==> config.mk <==
export PLATFORM = sky130hd
export DESIGN_NAME = alu_arbiter
export DESIGN_NICKNAME = d
export VERILOG_FILES = /design/src/rtl/alu_arbiter.sv
export SDC_FILE = /design/constraint.sdc
export NUM_CORES = 1
export LEC_CHECK = 0
export BUFFER_PORTS_ARGS = -buffer_cell sky130_fd_sc_hd__buf_2
export CAP_MARGIN = 10
export CELL_PAD_IN_SITES_DETAIL_PLACEMENT = 1
export CELL_PAD_IN_SITES_GLOBAL_PLACEMENT = 1
export CORE_MARGIN = 5
export CORE_UTILIZATION = 25
export CTS_BUF_LIST = sky130_fd_sc_hd__clkbuf_16
export DETAILED_ROUTE_END_ITERATION = 12
export PLACE_DENSITY = 0.57
export SETUP_SLACK_MARGIN = 0.2
export SKIP_CTS_REPAIR_TIMING = 1
export SLEW_MARGIN = 0
export SYNTH_ARGS = -nofsm -noshare
export SYNTH_HDL_FRONTEND = slang
export SYNTH_SLANG_ARGS = --single-unit
==> constraint.sdc <==
create_clock -name clk -period 5.3 [get_ports clk]
set_input_delay 0.53 -clock clk [delete_from_list [all_inputs] [get_ports clk]]
set_output_delay 0.53 -clock clk [all_outputs]
set_load 0.01 [all_outputs]
==> src/rtl/alu_arbiter.sv <==
// alu_arbiter: two-requester round-robin arbiter sharing one ALU, one-entry registered response
module alu_arbiter #(
  parameter int DATA_WIDTH    = 32,
  parameter int OPCODE_LENGTH = 4
) (
  input  logic                     clk,
  input  logic                     reset,
  input  logic                     req0_valid,
  output logic                     req0_ready,
  input  logic [DATA_WIDTH-1:0]    req0_srca,
  input  logic [DATA_WIDTH-1:0]    req0_srcb,
  input  logic [OPCODE_LENGTH-1:0] req0_op,
  input  logic                     req1_valid,
  output logic                     req1_ready,
  input  logic [DATA_WIDTH-1:0]    req1_srca,
  input  logic [DATA_WIDTH-1:0]    req1_srcb,
  input  logic [OPCODE_LENGTH-1:0] req1_op,
  output logic                     rsp_valid,
  input  logic                     rsp_ready,
  output logic [DATA_WIDTH-1:0]    rsp_result,
  output logic                     rsp_id,
  output logic                     rsp_illegal
);
  localparam logic [OPCODE_LENGTH-1:0] OP_AND = OPCODE_LENGTH'(4'b0000);
  localparam logic [OPCODE_LENGTH-1:0] OP_OR  = OPCODE_LENGTH'(4'b0001);
  localparam logic [OPCODE_LENGTH-1:0] OP_ADD = OPCODE_LENGTH'(4'b0010);
  localparam logic [OPCODE_LENGTH-1:0] OP_EQ  = OPCODE_LENGTH'(4'b1000);

  typedef enum logic {EMPTY, FULL} state_t;

  state_t                   r_state, w_next;
  logic                     r_last;
  logic [DATA_WIDTH-1:0]    r_result;
  logic                     r_id, r_illegal;
  logic                     w_can, w_gnt0, w_gnt1, w_acc, w_ill;
  logic [DATA_WIDTH-1:0]    w_a, w_b, w_res;
  logic [OPCODE_LENGTH-1:0] w_op;

  // Output-register occupancy: fill on accept, empty on a drain with no refill
  always_ff @(posedge clk)
    r_state <= reset ? EMPTY : w_next;

  // Grant, next occupancy and the ALU on the granted requester's operands
  always_comb begin
    w_can  = !reset && (r_state == EMPTY || rsp_ready);
    w_gnt0 = w_can && req0_valid && (!req1_valid || r_last);
    w_gnt1 = w_can && req1_valid && (!req0_valid || !r_last);
    w_acc  = w_gnt0 || w_gnt1;
    w_next = w_acc ? FULL : (r_state == FULL && rsp_ready) ? EMPTY : r_state;
    w_a    = w_gnt1 ? req1_srca : req0_srca;
    w_b    = w_gnt1 ? req1_srcb : req0_srcb;
    w_op   = w_gnt1 ? req1_op : req0_op;
    w_res  = w_op == OP_AND ? w_a & w_b :
             w_op == OP_OR  ? w_a | w_b :
             w_op == OP_ADD ? w_a + w_b :
             w_op == OP_EQ  ? {{(DATA_WIDTH-1){1'b0}}, w_a == w_b} : '0;
    w_ill  = !(w_op == OP_AND || w_op == OP_OR || w_op == OP_ADD || w_op == OP_EQ);
  end

  // Response payload and round-robin pointer update only on accept; pointer resets to 1 so req0 wins first
  always_ff @(posedge clk) begin
    if (reset) begin
      r_result  <= '0;
      r_id      <= 1'b0;
      r_illegal <= 1'b0;
      r_last    <= 1'b1;
    end else if (w_acc) begin
      r_result  <= w_res;
      r_id      <= w_gnt1;
      r_illegal <= w_ill;
      r_last    <= w_gnt1;
    end
  end

  assign req0_ready  = w_gnt0;
  assign req1_ready  = w_gnt1;
  assign rsp_valid   = r_state == FULL;
  assign rsp_result  = r_result;
  assign rsp_id      = r_id;
  assign rsp_illegal = r_illegal;
endmodule

==> impl_metrics.json, run 1 <==
{
  "status": "finished clean",
  "drive_above_1_share_pct": 32.69,
  "numCtsBuffers": 5,
  "cts_root_buf": "clkbuf_16",
  "p_int_w": 0.0007133,
  "p_clk_share_pct": 24.8,
  "synth_top_area_share_pct": 15.22,
  "period_share_pct": 80.09,
  "synth_edf_count": 0,
  "p_sw_w": 0.0005257,
  "clock_sinks": 36,
  "synth_common_cells": "inv_1, ha_1, mux2_2",
  "rows": 53,
  "cp-end-kind": "register",
  "die_y_um": 155.1,
  "post_dp_cell_area_sq_um": 6342,
  "switching_share_pct": 42.43,
  "synth_seq_area_share_pct": 13.69,
  "netlist_area_sq_um": 5263,
  "yosys_warnings": 0,
  "syn_area_per_cell_sq_um": 7.728,
  "fin_nets": 1037,
  "ys_dominant_reg_cell": "dfxtp_1",
  "drv_cap": 0,
  "hpwl_um": 15880,
  "syn_nets": 887,
  "worst_slew_pin_slew_ps": 735.8,
  "combPwrFrac_pct": 51.3,
  "cts_tree": "yes",
  "synth_cells": 681,
  "drc": 0,
  "pwr-share-seq_pct": 23.9,
  "wl_met3_um": 1043,
  "setup_viol": 0,
  "ioPinCount": 178,
  "fmaxAchievable_ghz": 0.2356,
  "drv_slew": 0,
  "dr_wl_met2_um": 9326,
  "drt_iter0_drc": 259,
  "pre_cts_ws_ps": 890.2,
  "yosysMostFrequentCell": "inv_1",
  "ant_nets": 0,
  "place.gp.congestion": 0.8502,
  "rsz0062_at_grt": "false",
  "arrival_ps": 4430,
  "max_slew_margin_pct": 50.76,
  "insertedDiodeCount": 0,
  "start_util_pct": 25.19,
  "area_growth_pct": 23.11,
  "grt_start_max_net_pins": 48,
  "io_buffers": 177,
  "p_per_area_nw_per_um2": 191.2,
  "power.total_w": 0.001239,
  "rrSetupSlack_ps": 1060,
  "antenna_found_initial": 0,
  "crit_fanout": 47,
  "skew_ps": 4.486,
  "yosysUniqueCellTypes": 69,
  "core-area_sq_um": 20890,
  "cts.path.max_buffers": 2,
  "wire_per_inst_um": 18.36,
  "clk_pin_slew_worst_paths_ps": 60,
  "die_area_sq_um": 24050,
  "min_period_ps": 4245,
  "vias": 5634,
  "synth-async-reset-ratio_pct": 0,
  "final_area_sq_um": 6479,
  "viasPerCell": 5.089,
  "grt_remaining_overflow": 0,
  "htreeDepth": 2,
  "wl_um": 20320,
  "timing.final.ws_setup_ps": 1055,
  "hold_violations": 0,
  "top_layer": "met4",
  "worstSetupPathType": "reg2reg",
  "chipWidth_um": 155.1,
  "cp-start-kind": "register",
  "first_pass_iters": 4,
  "track_usage_pct": 16.38,
  "ys_seq_elements": 36,
  "grt_pass1_wl_um": 31820,
  "leakagePower_nw": 3.073,
  "ir_drop_v": 0.00008452,
  "synthTopCellsByArea": "ha_1, dfxtp_1, mux2_2, a21oi_1, inv_1",
  "cp.required_ps": 5480,
  "worstHoldPathType": "reg2reg",
  "setup_tns_ps": 0,
  "met1_length_um": 9714,
  "grt_pass1_vias": 5859,
  "clock_latency_ps": 300,
  "yosysTopAreaCell": "ha_1"
}
==> power by group through the flow <==
stage	registers (W)	logic (W)	clock network [W]
2_1_floorplan	0.000308	0.000424	0
3_3_place_gp	0.000301	0.000634	0
3_5_place_dp	0.000302	0.000634	0
4_1_cts	0.000296	0.000639	0.000321
5_1_grt	0.000297	0.000704	0.000329
6_report	0.000296	0.000636	0.000308
==> placed cells by master (no fill, tap or decap), types with 3 or more instances in the layout <==
cell type / instances
dfxtp_1: 36
nand4_1: 7
mux2_2: 61
nor2b_1: 4
o22ai_1: 3
nand2_1: 35
nor3_1: 12
ha_1: 64
a21o_1: 16
a22oi_1: 9
mux2i_2: 3
o221ai_1: 7
a2111oi_0: 3
nand3_1: 13
nand2b_1: 3
or3_1: 4
o31a_1: 3
buf_4: 9
buf_2: 177
nor2_1: 50
mux2i_1: 8
o21a_1: 7
xnor2_1: 4
a21oi_1: 58
o21bai_1: 7
o211ai_1: 10
o21ai_0: 39
clkbuf_16: 5
a221o_1: 3
a211oi_1: 18
nor4_1: 13
and3_1: 6
a31oi_1: 4
xor2_1: 10
nor4b_1: 3
inv_1: 74
o31ai_1: 3
==> worst paths after layout <==
| kind | startpoint | endpoint | depth (start not counted) |
|---|---|---|---|
| max | rsp_valid$_SDFFE_PP0P_ | rsp_result[29]$_SDFFE_PP0P_ | 12 |
| min reg2reg | rsp_result[1]$_SDFFE_PP0P_ | rsp_result[1]$_SDFFE_PP0P_ | 2 |
| min | rsp_result[1]$_SDFFE_PP0P_ | rsp_result[1]$_SDFFE_PP0P_ | 2 |
| max reg2reg | rsp_valid$_SDFFE_PP0P_ | rsp_result[29]$_SDFFE_PP0P_ | 12 |
==> stage by stage <==
step	std cells	util, %	hold slack, ps
after floorplan	681	-	476.2
after global placement	1099	30.36	442.6
after detailed placement	1099	30.36	436.9
after CTS	1107	31.02	452.6
after global routing	1107	31.02	471.7
final	1107	31.02	448.6
==> logic make-up (layout without fill, tap and decap cells) <==
group                    count (synthesis)  after routing  share of synthesized area, %
flip-flops                              36             36                         13.69
buffers and inverters                  115            266                         9.486
multiplexers                            73             73                         15.50
AO/OA/AOI/OAI                          217            217                         28.32
adder cells (fa/ha/maj)                 65             65                         15.60
XOR/XNOR                                14             14                         2.330
AND/OR/NAND/NOR                        161            161                         15.07
==> worst max-delay path, stage by stage (launching register included) <==
cell	delay, ps
dfxtp_1	310
nor2b_4	140
a2111oi_4	330
buf_4	560
mux2_2	430
ha_1	440
a21oi_1	390
o21ai_0	180
a41o_1	290
a21oi_1	360
a211oi_2	160
mux2i_1	140
or3_1	340
==> final cells by class <==
class | count | area [sq um]
fill | 2632 | 14410
multi-input combinational | 530 | 4054
timing repair buffer | 186 | 953.4
sequential | 36 | 720.7
tap | 275 | 344.1
inverter | 72 | 270.3
clock buffer | 5 | 125.1
clock inverter | 3 | 11.26
==> sequential cells by signal, summed over array words and instances, names as in the netlist <==
signal and count:
rsp_id 1, rsp_illegal 1, rsp_result 32, r_last 1
rsp_valid 1
==> metal layers <==
metal  vias to the layer above  global-route usage, %
met5                         -                      0
met4                         0                  3.532
met3                        14                  2.420
met2                       130                  27.19
met1                      2725                  22.55
li1                       2765                      -
(Power assumes the default switching activity.)
==> run 2: changes to the inputs <==
--- a/config.mk
+++ b/config.mk
@@ -13,7 +13,7 @@
 export CORE_UTILIZATION = 25
 export CTS_BUF_LIST = sky130_fd_sc_hd__clkbuf_16
 export DETAILED_ROUTE_END_ITERATION = 12
-export PLACE_DENSITY = 0.57
+export PLACE_DENSITY = 0.6
 export SETUP_SLACK_MARGIN = 0.2
 export SKIP_CTS_REPAIR_TIMING = 1
 export SLEW_MARGIN = 0
==> constraint.sdc (replaced) <==
create_clock -name clk -period 3.4 [get_ports clk]
set_input_delay 0.34 -clock clk [delete_from_list [all_inputs] [get_ports clk]]
set_output_delay 0.34 -clock clk [all_outputs]
set_load 0.01 [all_outputs]
==> run 2 against run 1 <==
The flow now finishes with violations (negative setup slack); worst setup slack lost 1100 ps; clock-buffer cell count is the same; core utilization grew 9.3 points.
==> impl_metrics.json, run 2 (synthesis results as in run 1) <==
{
  "grt_start_max_net_pins": 36,
  "largest_register_ffs": 32,
  "drive_above_1_share_pct": 51.18,
  "skew_ps": 7.183,
  "max_slew_margin_pct": 47.83,
  "crit_fanout": 7,
  "worst_slew_pin_slew_ps": 781.7,
  "cp-start-kind": "register",
  "ioPinCount": 178,
  "hpwl_um": 17870,
  "chipWidth_um": 155.1,
  "cts_root_buf": "clkbuf_16",
  "die_y_um": 155.1,
  "grt_pass1_wl_um": 34120,
  "htreeDepth": 2,
  "setup_tns_ps": -266.7,
  "crit_family": "compound AO/OA/AOI/OAI gates",
  "rows": 53,
  "crit_path_cell_trace": "a2111oi_4, buf_6, buf_12, buf_8, mux2_4, ha_4, o21a_1, o31a_1, o221ai_4, buf_4, a31oi_4, a31oi_4, or4_1, o211ai_1",
  "worstSetupEndpoint": "rsp_result[23]$_SDFFE_PP0P_",
  "fin_nets": 1180,
  "cp.required_ps": 3620,
  "clock_sinks": 36,
  "nFillCells": 2545,
  "worstReg2RegStart": "r_last$_SDFFE_PP1P_",
  "rrSetupSlack_ps": -80,
  "track_usage_pct": 17.62,
  "final_common_cell": "buf_2",
  "hold_violations": 0,
  "worstHoldPathType": "reg2reg",
  "drc": 0,
  "timing.final.ws_setup_ps": -79.22,
  "leakagePower_nw": 3.961,
  "layout_common_cells": "buf_2, buf_4, inv_1, nor2_1, a21oi_1",
  "viasPerCell": 5.062,
  "slowest_delay_ps": 430,
  "drv_slew": 0,
  "grt_pass1_vias": 6452,
  "wire_per_inst_um": 18.45,
  "arrival_ps": 3700,
  "crit_start": "r_last$_SDFFE_PP1P_",
  "p_per_area_nw_per_um2": 291.0,
  "antenna_found_initial": 0,
  "worst-path-stages": 14,
  "ir_drop_v": 0.0001553,
  "reg2reg_to": "rsp_result[23]$_SDFFE_PP0P_",
  "die_area_sq_um": 24050,
  "drv_cap": 0,
  "clock_latency_ps": 300,
  "period_share_pct": 102.3,
  "violations": "negative setup slack",
  "start_util_pct": 25.19,
  "cp-end-kind": "register",
  "drt_iter0_drc": 279,
  "clk_pin_slew_worst_paths_ps": 60,
  "crit_buf_inv": 4,
  "status": "finished with violations",
  "fmaxAchievable_ghz": 0.2874,
  "rr_worst_depth": 14,
  "power.total_w": 0.002449,
  "slowest_stage": "or4_1",
  "vias": 6327,
  "cts_tree": "yes",
  "cpMostUsedCell": "a31oi_4",
  "cts.path.max_buffers": 2,
  "io_buffers": 177,
  "area_growth_pct": 59.91,
  "grt_remaining_overflow": 0,
  "place.gp.congestion": 0.9110,
  "first_pass_iters": 4,
  "insertedDiodeCount": 0,
  "worstSetupPathType": "reg2reg",
  "core-area_sq_um": 20890,
  "rsz0062_at_grt": "true",
  "ant_nets": 0,
  "numCtsBuffers": 5,
  "wl_um": 23060,
  "min_period_ps": 3479,
  "setup_viol": 6
}
-- run 2: worst min-delay path by stage --
stage                                     startpoint                          to  slack, ps  cells after the start
after floorplan             rsp_illegal$_SDFFE_PP0P_    rsp_illegal$_SDFFE_PP0P_        480                      2
after global placement    rsp_result[3]$_SDFFE_PP0P_  rsp_result[3]$_SDFFE_PP0P_        440                      2
after detailed placement  rsp_result[4]$_SDFFE_PP0P_  rsp_result[4]$_SDFFE_PP0P_        440                      2
after CTS                 rsp_result[4]$_SDFFE_PP0P_  rsp_result[4]$_SDFFE_PP0P_        450                      2
after global routing      rsp_result[6]$_SDFFE_PP0P_  rsp_result[6]$_SDFFE_PP0P_        480                      2
final                     rsp_result[2]$_SDFFE_PP0P_  rsp_result[2]$_SDFFE_PP0P_        450                      2
-- run 2: layout make-up --
class                      instances  area [sq um]  share of cell area, %
inverter                          72         270.3                  3.211
timing repair buffer             329          2153                  25.59
multi-input combinational        530          4790                  56.91
tap                              275         344.1                  4.089
clock buffer                       5         125.1                  1.487
clock inverter                     3         11.26                 0.1338
sequential                        36         721.9                  8.579
-- run 2: per-stage QoR --
step	utilization, %	cell area (sq um)	instances	worst slack, ps	hold slack, ps
6_report	40.29	8416	1250	-79.22	452.5
5_1_grt	40.29	8416	1250	-196.9	475.8
4_1_cts	36.23	7567	1228	-205.4	452.2
3_5_place_dp	35.57	7431	1220	-371.9	443.8
3_3_place_gp	35.57	7431	1220	-348.4	438.2
2_1_floorplan	-	5535	681	4.854	476.2
-- run 2: worst register-to-register path, cell delays in order, from the launching register on --
cell and delay, ps:
dfxtp_2 340, a2111oi_4 410, buf_6 210, buf_12 140
buf_8 140, mux2_4 320, ha_4 270, o21a_1 150
o31a_1 210, o221ai_4 150, buf_4 170, a31oi_4 210
a31oi_4 160, or4_1 430, o211ai_1 90
-- run 2: where the power goes --
part	switching, W	leakage [nW]	total, W	internal (W)
Clock	0.000212	0.0738	0.000477	0.000265
Sequential	0.0000144	0.293	0.000462	0.000447
Combinational	0.000767	3.59	0.00151	0.000744
Total	0.000993	3.96	0.00245	0.00146
-- run 2: routing by layer --
metal	share of wire [%]	track usage (%)
met1	45	23.59
met2	48	29.45
met3	6.1	2.893
met4	1.7	4.584
met5	0	0
==> run 3: changes to the inputs <==
--- a/config.mk
+++ b/config.mk
@@ -11,8 +11,9 @@
 export CELL_PAD_IN_SITES_GLOBAL_PLACEMENT = 1
 export CORE_MARGIN = 5
 export CORE_UTILIZATION = 25
-export CTS_BUF_LIST = sky130_fd_sc_hd__clkbuf_16
+export CTS_BUF_LIST = sky130_fd_sc_hd__clkbuf_4 sky130_fd_sc_hd__clkbuf_8
 export DETAILED_ROUTE_END_ITERATION = 12
+export GPL_TIMING_DRIVEN = 0
 export PLACE_DENSITY = 0.6
 export SETUP_SLACK_MARGIN = 0.2
 export SKIP_CTS_REPAIR_TIMING = 1
==> run 3 against run 2 <==
The run still ends with negative setup slack left; hold slack got worse by 110 ps; maximum frequency fell by 6.9%; combinational power barely moved; sequential share of layout area rose by 0.11 points; flip-flop and latch count did not move; critical path depth rose by 1; sequential power barely moved; die area did not move; register-to-register slack got worse by 260 ps; core utilization fell by 0.49 points; final area fell by 1.2%; final cell count fell by 3.3%; largest power group unchanged.
==> impl_metrics.json, run 3 (synthesis results as in run 1) <==
{
  "status": "finished with violations",
  "violations": "negative setup slack",
  "period_share_pct": 109.9,
  "crit_fanout": 5,
  "timing.final.ws_setup_ps": -337.5,
  "hold_start": "reset",
  "rsz0062_at_grt": "true",
  "fin_nets": 1139,
  "core-area_sq_um": 20890,
  "fmaxAchievable_ghz": 0.2676,
  "insertedDiodeCount": 0,
  "worstSetupPathType": "reg2reg",
  "cp.required_ps": 3630,
  "track_usage_pct": 17.78,
  "clock_sinks": 36,
  "grt_remaining_overflow": 0,
  "max_slew_margin_pct": 45.40,
  "skew_ps": 13.72,
  "hold_violations": 0,
  "grt_pass1_wl_um": 33710,
  "slowest_stage": "a221o_1",
  "worstReg2RegStart": "rsp_valid$_SDFFE_PP0P_",
  "cp-end-kind": "register",
  "hpwl_um": 17650,
  "numCtsBuffers": 5,
  "cts_tree": "yes",
  "drive_above_1_share_pct": 48.93,
  "pre_cts_ws_ps": -725.3,
  "dpl.cell_count": 1132,
  "htreeDepth": 2,
  "clk_pin_slew_worst_paths_ps": 90,
  "seqCellArea_sq_um": 721.9,
  "rr_worst_depth": 15,
  "antenna_found_initial": 0,
  "place.gp.congestion": 0.8955,
  "layout_common_cells": "buf_2, inv_1, buf_4, a21oi_1, nor2_1",
  "stdcell_count": 1209,
  "cts_root_buf": "clkbuf_8",
  "wl_um": 23570,
  "drt_iter0_drc": 337,
  "cp-start-kind": "register",
  "final_common_cell": "buf_2",
  "worstHoldPathType": "in2reg",
  "io_buffers": 176,
  "hold-path-cell-count": 3,
  "min_period_ps": 3737,
  "viasPerCell": 5.089,
  "arrival_ps": 3970,
  "setup_viol": 21,
  "drv_slew": 0,
  "p_per_area_nw_per_um2": 279.2,
  "ant_nets": 0,
  "min_to": "rsp_id$_SDFFE_PP0P_",
  "ir_drop_v": 0.0001202,
  "rows": 53,
  "largest_register_ffs": 32,
  "area_growth_pct": 57.96,
  "ioPinCount": 178,
  "leakagePower_nw": 3.783,
  "grt_start_max_net_pins": 11,
  "worst_slew_pin_slew_ps": 819.0,
  "slowest_delay_ps": 370,
  "clock_latency_ps": 320,
  "die_y_um": 155.1,
  "chipWidth_um": 155.1,
  "drv_cap": 0,
  "start_util_pct": 25.19,
  "wire_per_inst_um": 19.49,
  "crit_path_cell_trace": "nor2b_4, a2111oi_4, buf_6, buf_6, clkbuf_16, mux2_4, ha_4, buf_8, a211oi_4, o21bai_2, o31a_1, a221o_1, a21oi_4, mux2_4, o22ai_2",
  "reg2reg_to": "rsp_result[30]$_SDFFE_PP0P_",
  "nFillCells": 2503,
  "multiInputGateArea_sq_um": 4873,
  "drc": 0,
  "first_pass_iters": 5,
  "die_area_sq_um": 24050,
  "vias": 6153,
  "grt_pass1_vias": 6037,
  "rrSetupSlack_ps": -340,
  "cts.path.max_buffers": 2
}
[run 3: cell types whose count changed in the layout (fill, tap and decap cells not counted), moves of 4 or more]
cell and delta:
clkbuf_1 +10, buf_6 +12, buf_4 -81, buf_8 +4
clkbuf_8 +8, buf_12 +4
[run 3: routing by layer]
metal	part of all wire [%]	GRT usage, %	vias up
met5	0	0	-
met4	1.6	4.079	0
met3	4.7	2.086	22
met2	48	29.57	172
met1	46	24.64	2973
li1	-	-	2986
[run 3: metrics by stage]
stage	cell area, sq um	TNS (ps)	hold slack (ps)	utilization [%]	power, W
floorplan	5535	0	476.2	-	0.001212
global placement	6760	-11330	437.4	32.36	0.001556
detailed placement	6760	-11730	444.9	32.36	0.001564
CTS	6858	-7108	323.8	32.83	0.001959
global route	8313	-6860	378.2	39.80	0.002465
finish	8313	-3462	344.9	39.80	0.002321
[run 3: worst max-delay path by stage]
stage,startpoint,end,slack (ps),depth (start not counted)
2_1_floorplan,reset,rsp_result[30]$_SDFFE_PP0P_,5,14
3_3_place_gp,req1_valid,rsp_result[20]$_SDFFE_PP0P_,-690,18
3_5_place_dp,req1_valid,rsp_result[20]$_SDFFE_PP0P_,-730,18
4_1_cts,rsp_valid$_SDFFE_PP0P_,rsp_result[20]$_SDFFE_PP0P_,-580,17
5_1_grt,rsp_valid$_SDFFE_PP0P_,rsp_result[29]$_SDFFE_PP0P_,-480,15
6_report,rsp_valid$_SDFFE_PP0P_,rsp_result[30]$_SDFFE_PP0P_,-340,15
[run 3: area by class of cell]
cell class / count / area share (%)
Sequential cell: 36 / 8.685
Inverter: 72 / 3.251
Tap cell: 275 / 4.139
Clock buffer: 8 / 1.174
Buffer: 43 / 5.418
Timing Repair Buffer: 245 / 18.71
Multi-Input combinational cell: 530 / 58.62
[run 3: critical path, delay by kind of cell (launching register included)]
family	cells	cell delay [ps]
flip-flops	1	330
AND/OR/NAND/NOR	1	140
buffers and inverters	4	660
multiplexers	2	630
AO/OA/AOI/OAI	7	1650
adder cells (fa/ha/maj)	1	230
[run 3: where the power goes]
part	switching, W	internal [W]	total [W]
logic	0.000778	0.000705	0.00148
clock network	0.000195	0.000182	0.000377
registers	0.0000143	0.000447	0.000461
